[src/rtl/lane_hit_arbiter.sv]
// Round-robin arbiter serialising per-lane press pulses into a buffered hit-event stream.
// Optional per-lane lockout after each grant is compiled in with `define LANE_LOCKOUT_EN.
module lane_hit_arbiter #(
  parameter int LANES   = 4,
  parameter int DEPTH   = 4,
  parameter int LOCKOUT = 800000
) (
  input  logic                       clk,
  input  logic                       rst,
  input  logic [2:0]                 mode,
  input  logic [LANES-1:0]           press,
  output logic                       hit_valid,
  output logic [$clog2(LANES)-1:0]   hit_lane,
  input  logic                       hit_ready,
  output logic [7:0]                 drop_count,
  output logic                       busy
);

  localparam int LW   = $clog2(LANES);
  localparam int PW   = $clog2(DEPTH);
  localparam int CNTW = $clog2(DEPTH + 1);

  logic             play;
  logic [LANES-1:0] pend_q, pend_d;
  logic [LANES-1:0] grant;
  logic [LANES-1:0] locked;
  logic [LANES-1:0] accept;
  logic [LW-1:0]    last_q, last_d;
  logic [LW-1:0]    grant_lane;
  logic [LW-1:0]    cand;
  logic             push, pop;
  logic [LW-1:0]    mem_q [DEPTH];
  logic [PW-1:0]    rd_q, wr_q;
  logic [CNTW-1:0]  cnt_q, cnt_d;
  logic [7:0]       drop_q, drop_d;
  logic [8:0]       drop_sum;

  assign play = (mode == 3'd4);

  // Search starts one past the last winner so every lane gets a turn.
  always_comb begin
    push       = 1'b0;
    grant_lane = last_q;
    cand       = '0;
    if (play && (cnt_q < CNTW'(DEPTH))) begin
      for (int k = 1; k <= LANES; k++) begin
        cand = LW'((int'(last_q) + k) % LANES);
        if (!push && pend_q[cand]) begin
          push       = 1'b1;
          grant_lane = cand;
        end
      end
    end
    grant = push ? (LANES'(1) << grant_lane) : '0;
  end

  assign last_d = push ? grant_lane : last_q;

  // A press on a lane that is pending (including the one being granted) is a drop.
  always_comb begin
    accept   = '0;
    drop_sum = {1'b0, drop_q};
    if (play) begin
      for (int i = 0; i < LANES; i++) begin
        if (press[i]) begin
          if (pend_q[i]) begin
            drop_sum = drop_sum + 9'd1;
          end else if (!locked[i]) begin
            accept[i] = 1'b1;
          end
        end
      end
    end
    drop_d = (drop_sum > 9'd255) ? 8'd255 : drop_sum[7:0];
    pend_d = play ? ((pend_q & ~grant) | accept) : '0;
  end

  assign hit_valid = (cnt_q != '0);
  assign pop       = hit_valid && hit_ready;
  assign cnt_d     = cnt_q + CNTW'(push) - CNTW'(pop);

  always_ff @(posedge clk) begin
    if (rst) begin
      pend_q <= '0;
      last_q <= LW'(LANES - 1);
      drop_q <= '0;
      rd_q   <= '0;
      wr_q   <= '0;
      cnt_q  <= '0;
      for (int d = 0; d < DEPTH; d++) mem_q[d] <= '0;
    end else begin
      pend_q <= pend_d;
      last_q <= last_d;
      drop_q <= drop_d;
      if (!play) begin
        rd_q  <= '0;
        wr_q  <= '0;
        cnt_q <= '0;
      end else begin
        if (push) begin
          mem_q[wr_q] <= grant_lane;
          wr_q        <= wr_q + PW'(1);
        end
        if (pop) rd_q <= rd_q + PW'(1);
        cnt_q <= cnt_d;
      end
    end
  end

`ifdef LANE_LOCKOUT_EN
  localparam int LCW = $clog2(LOCKOUT + 1);

  logic [LCW-1:0] lock_q [LANES];

  always_ff @(posedge clk) begin
    for (int i = 0; i < LANES; i++) begin
      if (rst || !play) begin
        lock_q[i] <= '0;
      end else if (grant[i]) begin
        lock_q[i] <= LCW'(LOCKOUT);
      end else if (lock_q[i] != '0) begin
        lock_q[i] <= lock_q[i] - LCW'(1);
      end
    end
  end

  always_comb begin
    locked = '0;
    for (int i = 0; i < LANES; i++) locked[i] = (lock_q[i] != '0);
  end
`else
  // Without lockout the LOCKOUT parameter has no role.
  logic lockout_unused;
  assign lockout_unused = (LOCKOUT != 0);
  assign locked         = '0;
`endif

  assign hit_lane   = mem_q[rd_q];
  assign drop_count = drop_q;
  assign busy       = (|pend_q) || (cnt_q != '0);

endmodule

[config.mk]
export PLATFORM = sky130hd
export DESIGN_NAME = lane_hit_arbiter
export DESIGN_NICKNAME = d
export VERILOG_FILES = /design/src/rtl/lane_hit_arbiter.sv
export SDC_FILE = /design/constraint.sdc
export NUM_CORES = 1
export LEC_CHECK = 0
export BUFFER_PORTS_ARGS = -buffer_cell sky130_fd_sc_hd__buf_2
export CELL_PAD_IN_SITES_DETAIL_PLACEMENT = 1
export CELL_PAD_IN_SITES_GLOBAL_PLACEMENT = 2
export CORE_UTILIZATION = 34
export CTS_BUF_LIST = sky130_fd_sc_hd__clkbuf_8
export DETAILED_ROUTE_END_ITERATION = 10
export PLACE_DENSITY = 0.74
export SYNTH_ARGS = -nofsm -noshare
export SYNTH_HDL_FRONTEND = slang
export SYNTH_SLANG_ARGS = --single-unit
[constraint.sdc]
create_clock -name clk -period 3.74 [get_ports clk]
set_clock_uncertainty 0.2 [all_clocks]
set_input_delay 0.374 -clock clk [delete_from_list [all_inputs] [get_ports clk]]
set_output_delay 0.374 -clock clk [all_outputs]
set_load 0.005 [all_outputs]
# Yosys cells after proc, flatten, opt, wreduce, memory -nomap -nowiden

Memories as Yosys holds them, arrays and structs flattened. A register that Yosys moved wholly into a read port is not among the register bits.
Cells that the tools add are included.

Bits in registers: 21
Bits in writable memories: 8
Output and inout port bits: 12
Memories kept: 1

Add/sub/neg operators: 12
Order comparisons: 6
Equal/unequal tests: 1
Shifts and indexed selects: 1
Mux-type cells: 55
Bitwise gates (word level): 4
Reductions and logical operators: 13

Memories:

| name  | depth | width | read ports | clocked after memory_dff | write ports | line | source |
|---|---|---|---|---|---|---|---|
| mem_q | 4     | 2     | 1          | 1                        | 4           | 32   | `logic [LW-1:0] mem_q [DEPTH];` |

Operator list:

| cell                                                                             | number |
|---|---|
| 9-bit 2-to-1 mux                                                                 | 12 |
| 9-bit by 1-bit adder with 9-bit output (second input constant)                   | 3 |
| 1-bit 2-to-1 mux                                                                 | 27 |
| 2-bit 2-to-1 mux                                                                 | 9 |
| 2-bit by 3-bit less-than comparator with 1-bit output (second input constant)    | 4 |
| 8-bit by 1-bit adder with 9-bit output (second input constant)                   | 1 |
| 9-bit by 8-bit greater-than comparator with 1-bit output (second input constant) | 1 |
| 2-bit by 1-bit adder with 2-bit output (second input constant)                   | 4 |
| 1-bit binary-select mux with 2-bit select                                        | 4 |
| 4-bit 2-to-1 mux                                                                 | 2 |
| 8-bit 2-to-1 mux                                                                 | 1 |
| 1-bit logical AND                                                                | 5 |
| 2-bit adder (second input constant)                                              | 2 |
| 4-bit AND                                                                        | 1 |
| 4-bit NOT                                                                        | 1 |
| 4-bit bitwise OR                                                                 | 1 |
| 2-bit OR reduction                                                               | 2 |
| 4-bit OR reduction                                                               | 1 |
| 1-bit by 2-bit left shift with 4-bit output (first input constant)               | 1 |
| 3-bit by 1-bit adder with 3-bit output                                           | 1 |
| 3-bit == test (second input constant)                                            | 1 |
| 1-bit logical NOT                                                                | 3 |
| 3-bit less-than comparator (second input constant)                               | 1 |
| 3-bit nonzero test                                                               | 1 |
| 3 further kinds                                                                  | 3 |

# Logic depth before layout (Yosys ltp)

Depth after elaboration: 23
Gate-level depth with buffers: 15
Gate-level depth less buffers: 13

# Least setup slack after synthesis

Ideal clock, no wire load.

Path type: register to register
From: reg drop_q[0], in the netlist drop_count[0]
To: reg drop_q[6], in the netlist drop_count[6]
Library setup time: 0.137 ns
Data arrival time: 3.304 ns
Data required time: 3.403 ns
Path slack: 0.098 ns
Stages on the path, launching flop included: 14
Period minus slack after synthesis: 3.642 ns
Path through: dfxtp_1 ha_1 mux2_2 ha_1 mux2_2 ha_1 mux2_2 ha_1 nand3_1 and2b_1 o2111a_1 or3b_1 a21oi_1 a311oi_2

Word-level cells in the longest chain between the ends: 18

RTL lines:

| item                                                     | line | source |
|---|---|---|
| start: declaration                                       | 35   | `logic [7:0] drop_q, drop_d;` |
| start signal: assignment                                 | 94   | `drop_q <= drop_d;` |
| 8-bit by 1-bit adder with 9-bit output                   | 67   | `drop_sum = drop_sum + 9'd1;` |
| 9-bit 2-to-1 mux                                         | 66   | `if (pend_q[i]) begin` |
| 9-bit 2-to-1 mux                                         | 65   | `if (press[i]) begin` |
| 9-bit 2-to-1 mux                                         | 63   | `if (play) begin` |
| 9-bit by 1-bit adder with 9-bit output                   | 67   |  |
| 9-bit 2-to-1 mux                                         | 66   |  |
| 9-bit 2-to-1 mux                                         | 65   |  |
| 9-bit 2-to-1 mux                                         | 63   |  |
| [2 not listed]                                           | n/a  |  |
| 9-bit 2-to-1 mux                                         | 65   |  |
| 9-bit 2-to-1 mux                                         | 63   |  |
| 9-bit by 1-bit adder with 9-bit output                   | 67   |  |
| 9-bit 2-to-1 mux                                         | 66   |  |
| 9-bit 2-to-1 mux                                         | 65   |  |
| 9-bit 2-to-1 mux (*)                                     | 63   |  |
| 9-bit by 8-bit greater-than comparator with 1-bit output | 74   | `drop_d = (drop_sum > 9'd255) ? 8'd255 : drop_sum[7:0];` |
| 8-bit 2-to-1 mux (*)                                     | 74   |  |

Mark *: on every way between the ends. The rest lies on a longest branch, timed or not. The select of a mux whose other input is x is not followed.
A chain may end at the register's enable or synchronous reset.

# Final worst setup path

From: reg drop_q[1], in the netlist drop_count[1]
To: reg drop_q[6], in the netlist drop_count[6]

Same word-level chain as after synthesis.

==> results_dict.tcl <==
set metrics [dict create \
    status "completed" \
    syn_nets 272 \
    grt-ovfl-total 0 \
    yosysSeqAreaShare 0.308 \
    leakagePower_nw 1.00 \
    worstPathRequired_ns 3.69 \
    r2r_cells 13 \
    wl_met3_um 105 \
    postSynth.asyncResetShare 0 \
    cts_made_buffers 5 \
    highest_layer "met4" \
    drc 0 \
    die_area_um2 7020 \
    cp_top_family "adder cells" \
    clk_latency_ns 0.28 \
    synth_compound_area_frac 0.209 \
    worst_pin_slew_ns 0.526 \
    grt_first_pass_wirelength_um 9890 \
    fill_cells 764 \
    critPathKind "flop to flop" \
    grt_pass1_vias 2067 \
    die_x_um 83.8 \
    netlist_instances 255 \
    wl_met1_um 2530 \
    fin_crit_sh 0.956 \
    synth_edf_count 8 \
    hp-start "press[1]" \
    crit_buf_inv 0 \
    num_rows 29 \
    maxSlewViolCount 0 \
    maxCapViolations 0 \
    viasPerCell 5.38 \
    antenna_found_initial 0 \
    peakVddDrop_mv 0.179 \
    r2r_start "drop_count[1]" \
    arrival_ns 3.53 \
    synth_top_cell_by_area "dfxtp_1" \
    synth-main-ff-cell "dfxtp_1" \
    synth_xor_area_frac 0.111 \
    ys_types 71 \
    hold_depth 3 \
    ios 22 \
    track_usage 0.179 \
    p_per_area_nw_per_um2 296 \
    synth_top_family_by_area "simple AND/OR/NAND/NOR gates" \
    slowest_stage "or3b_4" \
    hold_class "input pin to flop" \
    drtPass1Iterations 4 \
    cts_hold_buf 0 \
    end_kind "flop" \
    cts_tree "yes" \
    slew_headroom 0.649 \
    post-route-min-period_ns 3.58 \
    finish.instance_area_um2 2640 \
    synth_area_leaders "dfxtp_1 20%, edfxtp_1 11%, nor2_1 5.4%, xnor2_1 5.0%, a211oi_2 3.8%" \
    clock_sinks 31 \
    ys_ff_latch 31 \
    place_congestion 0.790 \
    vias 1931 \
    routed_wl_um 5740 \
    path_clk_slew_ns 0.07 \
    syn_avg_cell_area_um2 8.93 \
    crit_cells 13 \
    cp_slowest_stage_delay_ns 0.39 \
    dpl.hpwl_um 4520 \
    routed-wl-met2_um 3000 \
    synth-simple-area-share 0.239 \
    wire_per_inst_um 16.0 \
    nets 298 \
    initial_utilization 0.354 \
    place_area_um2 2480 \
    grt_max_degree 18 \
    num_antenna_cells 0 \
    netlist_area_um2 2280 \
    finalHoldViolations 0 \
    synth_top_area_share 0.202 \
    synthMuxAreaShare 0.0390 \
    coreArea_um2 6420 \
    drive_above_1_share 0.270 \
    die_h_um 83.8 \
    path_max_fanout 3 \
    cts_buffer_depth 2 \
    synth_fa_ha_area_frac 0.0418 \
    rsz0062_at_grt "false" \
    drtIter0Drc 47 \
    finalSetupViolCount 0 \
    setup_tns_ns 0 \
    fmax_ghz 0.280 \
    crit_start "drop_count[1]" \
    yosysWarnings 0 \
    area_delta_synth_final_pct 15.9 \
    worstPathCellList "ha_1, mux2_2, ha_4, mux2_2, ha_1, mux2_4, ha_2, nand3_2, and2b_1, o2111a_1, or3b_4, a21oi_2, a311oi_2" \
    h-tree-depth 2 \
    critPathLaunchType "flop" \
    ant_nets 0 \
    portBuffers 21 \
    cts_root_buffer "clkbuf_8" \
]
-- worst reg2reg max path, delay by kind of cell (launching register included) --
kind,cells,cell delay [ns]
adders and majority gates,4,1.02
muxes,3,0.86
and+or+nand+nor,3,0.68
DFF,1,0.34
AOI/OAI and AO/OA,3,0.34
-- final timing paths --
check | end | slack [ns]
worst max register to register | drop_count[6] | 0.16
worst min register to register | drop_count[7] | 0.33
worst min-delay path | pend_q[1] | 0.17
worst max-delay path | drop_count[6] | 0.16
-- sequential cells by signal (all words and copies together), names as in the netlist, named ones only --
signal      count
last_q          2
mem_q           8
pend_q          4
rd_q            2
cnt_q           3
wr_q            2
drop_count      8
-- cell families (layout without fill, tap and decap cells) --
group | Yosys count | count (layout)
AOI/OAI and AO/OA | 58 | 58
xor gates and xnor gates | 25 | 25
adders and majority gates | 7 | 7
buffers and inverters | 25 | 52
DFF | 31 | 31
muxes | 6 | 6
and+or+nand+nor | 103 | 103
-- metal layers --
| layer | up-vias | global-route usage |
|---|---|---|
| met1 | 930 | 0.209 |
| met3 | 10 | 0.0366 |
| met4 | 0 | 0.0721 |
| met2 | 18 | 0.318 |
| met5 | - | 0 |
| li1 | 973 | - |
-- power breakdown --
| part | internal (W) | total [W] | switching, W |
|---|---|---|---|
| clock network | 0.000198 | 0.000331 | 0.000133 |
| registers | 0.000352 | 0.000361 | 0.00000970 |
| logic | 0.0000405 | 0.0000883 | 0.0000477 |
| total | 0.000590 | 0.000780 | 0.000190 |
-- synth_stat cells (all sizes together) (5+ instances only) --
master / count
and3: 5
nand2: 19
edfxtp: 8
clkbuf: 9
and2: 7
nand2b: 6
a21oi: 9
o21ai: 8
ha: 6
xor2: 10
a211oi: 11
dfxtp: 23
inv: 13
nor2: 33
xnor2: 14
nor3: 8
-- metrics by stage --
step / std cells / setup WS (ns) / hold slack, ns / utilization / power, W
4_1_cts: 359 / 0.0189 / 0.170 / 0.405 / 0.000788
3_3_place_gp: 351 / 0.0603 / 0.321 / 0.387 / 0.000453
6_report: 359 / 0.163 / 0.174 / 0.411 / 0.000780
3_5_place_dp: 351 / -0.00745 / 0.326 / 0.387 / 0.000455
5_1_grt: 359 / 0.0330 / 0.173 / 0.411 / 0.000814
2_1_floorplan: 255 / 0.0984 / 0.240 / - / 0.000424
-- cell usage in the layout, fill, tap and decap left out, types with 3 or more instances in the layout --
master / instances
a211oi_2: 7
nand2b_1: 6
buf_4: 10
edfxtp_1: 8
clkbuf_8: 5
buf_2: 21
inv_1: 13
o211ai_1: 4
ha_1: 4
nand4_1: 3
o21bai_1: 3
and2_1: 4
xor2_1: 10
nor3_1: 8
a21oi_1: 7
a211oi_1: 4
dfxtp_1: 22
nand2_1: 19
o21ai_0: 7
xnor2_1: 13
nor2_1: 33
-- timing repair --
action,CTS,global route
endpoints found under the setup margin,1,8
resized for setup,2,8
setup buffers,0,0
pin swaps,0,2
-- area by class of cell --
class                           count  area (um^2)  share of cell area
Inverter                           13         48.8              0.0185
Sequential cell                    31          702               0.266
Clock buffer                        5         68.8              0.0261
Multi-Input combinational cell    199         1500               0.568
Timing Repair Buffer               31          180              0.0683
Tap cell                           77         96.3              0.0365
Clock inverter                      3         43.8              0.0166
No activity file was read; power rests on OpenSTA's default activity.
